[src/rtl/digito_renderizador.sv]
// digito_renderizador
// Renders a decimal digit as an 11x11 image and streams it row-major, one
// 8-bit pixel per valid/ready handshake. Glyphs come from a 7-segment stroke
// font held in an internal ROM; digits 10..15 render blank and flag bad_digit.
//
// Ports
//   clk, reset          single rising-edge clock, synchronous active-high reset
//   digito, start       digit to render; latched when start && !busy
//   busy                high from the cycle after acceptance through done
//   pix_valid/pix_ready pixel handshake; outputs hold while stalled
//   pix_data            FG (255) or BG (0)
//   pix_x, pix_y        column / row of the current pixel (0..10)
//   pix_last            marks pixel (10,10)
//   done                one-cycle pulse after the last handshake
//   bad_digit           digito > 9 at the last accepted start
module digito_renderizador (
  input  logic       clk,
  input  logic       reset,
  input  logic [3:0] digito,
  input  logic       start,
  output logic       busy,
  output logic       pix_valid,
  input  logic       pix_ready,
  output logic [7:0] pix_data,
  output logic [3:0] pix_x,
  output logic [3:0] pix_y,
  output logic       pix_last,
  output logic       done,
  output logic       bad_digit
);

  localparam logic [7:0] FG = 8'd255;
  localparam logic [7:0] BG = 8'd0;

  typedef enum logic [1:0] {IDLE, LOAD, STREAM, DONE} state_t;

  state_t      state_q, state_d;
  logic [3:0]  digit_q;
  logic [10:0] row_q;
  logic        hs;

  // Font ROM: segment bits are {g,f,e,d,c,b,a}; out-of-range digits light nothing.
  function automatic logic [10:0] rom_row(input logic [3:0] d, input logic [3:0] y);
    logic [6:0]  seg;
    logic [10:0] row;
    seg = 7'b0;
    row = 11'b0;
    case (d)
      4'd0: seg = 7'b0111111;
      4'd1: seg = 7'b0000110;
      4'd2: seg = 7'b1011011;
      4'd3: seg = 7'b1001111;
      4'd4: seg = 7'b1100110;
      4'd5: seg = 7'b1101101;
      4'd6: seg = 7'b1111101;
      4'd7: seg = 7'b0000111;
      4'd8: seg = 7'b1111111;
      4'd9: seg = 7'b1101111;
      default: seg = 7'b0;
    endcase
    case (y)
      4'd1: if (seg[0]) row[7:3] = 5'h1f;
      4'd5: if (seg[6]) row[7:3] = 5'h1f;
      4'd9: if (seg[3]) row[7:3] = 5'h1f;
      4'd2, 4'd3, 4'd4: begin
        row[2] = seg[5];
        row[8] = seg[1];
      end
      4'd6, 4'd7, 4'd8: begin
        row[2] = seg[4];
        row[8] = seg[2];
      end
      default: row = 11'b0;
    endcase
    return row;
  endfunction

  assign hs = (state_q == STREAM) && pix_ready;

  always_comb begin
    state_d = state_q;
    case (state_q)
      IDLE:    if (start) state_d = LOAD;
      LOAD:    state_d = STREAM;
      STREAM:  if (hs && pix_x == 4'd10) state_d = (pix_y == 4'd10) ? DONE : LOAD;
      DONE:    state_d = IDLE;
      default: state_d = IDLE;
    endcase
  end

  always_ff @(posedge clk) begin
    if (reset) begin
      state_q   <= IDLE;
      digit_q   <= 4'd0;
      bad_digit <= 1'b0;
      row_q     <= 11'b0;
      pix_x     <= 4'd0;
      pix_y     <= 4'd0;
    end else begin
      state_q <= state_d;
      case (state_q)
        IDLE: if (start) begin
          digit_q   <= digito;
          bad_digit <= (digito > 4'd9);
        end
        LOAD: row_q <= rom_row(digit_q, pix_y);
        STREAM: if (hs) begin
          if (pix_x < 4'd10) begin
            pix_x <= pix_x + 4'd1;
          end else if (pix_y < 4'd10) begin
            pix_x <= 4'd0;
            pix_y <= pix_y + 4'd1;
          end
        end
        DONE: begin
          pix_x <= 4'd0;
          pix_y <= 4'd0;
        end
        default: ;
      endcase
    end
  end

  // Outputs decode straight from state so a stall cannot disturb them.
  assign busy      = (state_q != IDLE);
  assign pix_valid = (state_q == STREAM);
  assign done      = (state_q == DONE);
  assign pix_last  = pix_valid && (pix_x == 4'd10) && (pix_y == 4'd10);
  assign pix_data  = (pix_valid && row_q[pix_x]) ? FG : BG;

endmodule

[config.mk]
export PLATFORM = sky130hd
export DESIGN_NAME = digito_renderizador
export DESIGN_NICKNAME = d
export VERILOG_FILES = /design/src/rtl/digito_renderizador.sv
export SDC_FILE = /design/constraint.sdc
export NUM_CORES = 1
export LEC_CHECK = 0
export BUFFER_PORTS_ARGS = -buffer_cell sky130_fd_sc_hd__buf_2
export CORE_MARGIN = 2
export CORE_UTILIZATION = 54
export DETAILED_ROUTE_END_ITERATION = 10
export PLACE_DENSITY_LB_ADDON = 0.15
export SLEW_MARGIN = 20
export SYNTH_ARGS = -nofsm -noshare
export SYNTH_HDL_FRONTEND = slang
export SYNTH_SLANG_ARGS = --single-unit
[constraint.sdc]
create_clock -name clk -period 3.1 [get_ports clk]
set_input_delay 0.62 -clock clk [delete_from_list [all_inputs] [get_ports clk]]
set_output_delay 0.62 -clock clk [all_outputs]
set_load 0.01 [all_outputs]
==> results.py <==
metrics = {
    "run_status": {
        "outcome": "finished clean",
    },
    "detailed_routing": {
        "wl_met3_um": 68,
        "first_pass_iters": 4,
        "highest_layer": "met4",
        "wl_met2_um": 1475,
        "wl_met1_um": 1357,
        "drt_iter0_drc": 19,
        "via_per_inst": 5.532,
        "drcViolationCount": 0,
        "wl_um": 2917,
        "vias": 1195,
        "wire_per_inst_um": 13.50,
        "ant_nets": 0,
    },
    "sta": {
        "post-route-period-util_pct": 83.49,
        "slew-limit-headroom_pct": 54.33,
        "grt_setup_unrepaired": "false",
        "skew_ns": 0.001804,
        "fmax_ghz": 0.3864,
        "finalSetupViolations": 0,
        "worst_slew_pin_slew_ns": 0.6850,
        "fin_setup_tns_ns": 0,
        "min_period_ns": 2.588,
        "final_hold_viol_count": 0,
        "worst_slack_ns": 0.5119,
        "drv_slew": 0,
    },
    "clock_network": {
        "cts_root_buf": "clkbuf_4",
        "htreeDepth": 1,
        "clock_latency_ns": 0.31,
        "clkSinkCount": 25,
        "cts_resized": 0,
        "cts_tree": "built",
        "cts_buffer_depth": 2,
        "postCtsSetupBuffers": 0,
        "path_clk_slew_ns": 0.13,
        "hold_buffers": 0,
        "cts_buffers": 3,
    },
    "layout": {
        "nets": 206,
        "mostFrequentLayoutCell": "buf_2",
        "area_growth_pct": 8.340,
        "n_antenna_cell": 0,
        "post-route-util_pct": 60.50,
        "drive_above_1_share_pct": 23.24,
        "final_cell_mix": "buf_2, dfxtp_1, nor2_1",
    },
    "setup_path": {
        "cp_cell_sequence": "and2_1, o21ai_0, a221oi_1, buf_2",
        "cp_max_fo": 9,
        "worstPathRequired_ns": 2.48,
        "max_stage_delay_ns": 0.62,
        "crit_arrival_ns": 1.97,
        "critPathLaunchType": "register",
        "cp_slowest_cell": "a221oi_1",
        "path_class": "reg -> out",
        "rr_worst_depth": 6,
        "critPathCaptureType": "primary output",
    },
    "synth": {
        "ys.flop_type": "dfxtp_1",
        "ys_ff_latch": 25,
        "ys_seq_area_share_pct": 33.36,
        "synth_xor_area_share_pct": 2.919,
        "synth-simple-area-share_pct": 24.52,
        "synth.distinct_cells": 43,
        "synth_top_family_by_area": "simple AND/OR/NAND/NOR gates",
        "syn-cell-area_mm2": 0.001500,
        "synth_warnings": 0,
        "synth-edff-count": 0,
        "synthAdderAreaFrac_pct": 10.01,
        "syn_avg_cell_area_um2": 9.147,
        "synth-compound-area-share_pct": 15.26,
        "synthCells": 164,
        "synth_nets": 184,
        "synthMuxAreaShare_pct": 6.088,
        "ys_async_sr_fraction_pct": 0,
    },
    "floorplanning": {
        "die_w_um": 56.71,
        "die_h_um": 56.71,
        "core-area_mm2": 0.002686,
        "fp.dieArea_mm2": 0.003215,
        "start_util_pct": 55.85,
        "ios": 29,
        "rows": 19,
    },
    "global_routing": {
        "antenna_found_initial": 0,
        "grt_use_total_pct": 19.42,
        "overflow": 0,
        "grt_max_degree": 20,
        "grt_pass1_wl_um": 5064,
        "grt_pass1_vias": 1158,
    },
    "power": {
        "p_per_area_mw_per_mm2": 378.4,
        "ir_drop_v": 0.0002614,
        "p_leak_nw": 0.6930,
    },
    "place": {
        "place_congestion": 0.7969,
        "hpwl_um": 2286,
        "detailedPlace.worstSlack_ns": 0.6173,
        "place.port_buffers": 28,
    },
    "job": {
        "cap_viol_max_count": 0,
    },
    "min_path": {
        "hold_path_depth": 2,
        "hold_class": "reg -> reg",
    },
}
[cell families (layout without fill, tap and decap cells)]
kind of cell,count (synthesis),in the layout
DFF,25,25
adders and majority gates,12,12
buffers and inverters,20,41
muxes,8,8
xor gates and xnor gates,5,5
and+or+nand+nor,63,63
AOI/OAI and AO/OA,31,31
[final timing paths]
path	start	endpoint	slack, ns
hold reg to reg	row_q[7]$_SDFFE_PP0N_	row_q[7]$_SDFFE_PP0N_	0.48
hold / removal	row_q[7]$_SDFFE_PP0N_	row_q[7]$_SDFFE_PP0N_	0.48
setup / recovery	pix_x[1]$_SDFFE_PP0P_	pix_data[5]	0.51
setup reg to reg	state_q[1]$_SDFFE_PP0P_	register	0.98
[worst max-delay path, delay by kind of cell (launching register included)]
| family | cells | cell delay, ns |
|---|---|---|
| simple gates | 1 | 0.19 |
| buf+inv | 1 | 0.25 |
| flops | 1 | 0.51 |
| compound gates | 2 | 0.70 |
[report_power, final]
part	leakage [nW]	switching (mW)	internal (mW)
sequential	0.205	0.0153	0.345
combinational	0.473	0.0588	0.0514
clock	0.0150	0.0942	0.0502
[routing by layer]
layer / track usage [%] / vias to the layer above
li1: - / 606
met1: 23.69 / 574
met2: 35.38 / 13
met3: 3.226 / 2
met4: 4.082 / 0
met5: 0 / -
[through the flow]
step / total power [mW] / hold WS [ns] / instances / area (um^2)
after floorplan: 0.4507 / 0.4329 / 164 / 1500
after global placement: 0.4738 / 0.4525 / 212 / 1599
after detailed placement: 0.4781 / 0.4573 / 212 / 1599
after CTS: 0.6210 / 0.4767 / 216 / 1625
after global routing: 0.6460 / 0.5114 / 216 / 1625
final: 0.6150 / 0.4791 / 216 / 1625
[final cells by class]
| class | count | area (um^2) |
|---|---|---|
| fill | 248 | 1061 |
| timing repair buffer | 29 | 147.6 |
| multi-input combinational | 119 | 882.1 |
| clock buffer | 4 | 26.28 |
| tap | 31 | 38.79 |
| sequential | 25 | 500.5 |
| inverter | 8 | 30.03 |
[Yosys cell counts (2+ instances only)]
cell	number	area [um^2]
a21bo_2	2	20.02
a21oi_1	7	35.03
a221oi_1	3	26.28
a31oi_1	2	12.51
and2_1	2	12.51
buf_4	7	52.55
buf_6	2	22.52
clkbuf_1	2	7.510
dfxtp_1	25	500.5
ha_1	12	150.1
inv_1	8	30.03
mux2i_1	5	50.05
mux2i_2	3	41.29
nand2_1	4	15.01
nand2b_1	8	50.05
nand3b_1	4	30.03
nor2_1	19	71.32
nor2b_1	4	25.02
nor3_1	7	35.03
nor3b_1	3	22.52
nor3b_4	2	37.54
o21ai_0	4	20.02
o2bb2ai_1	2	17.52
o32ai_1	2	17.52
or2_1	2	12.51
or2_2	2	12.51
or3_1	2	12.51
xnor2_1	4	35.03
(Power assumes the default switching activity.)
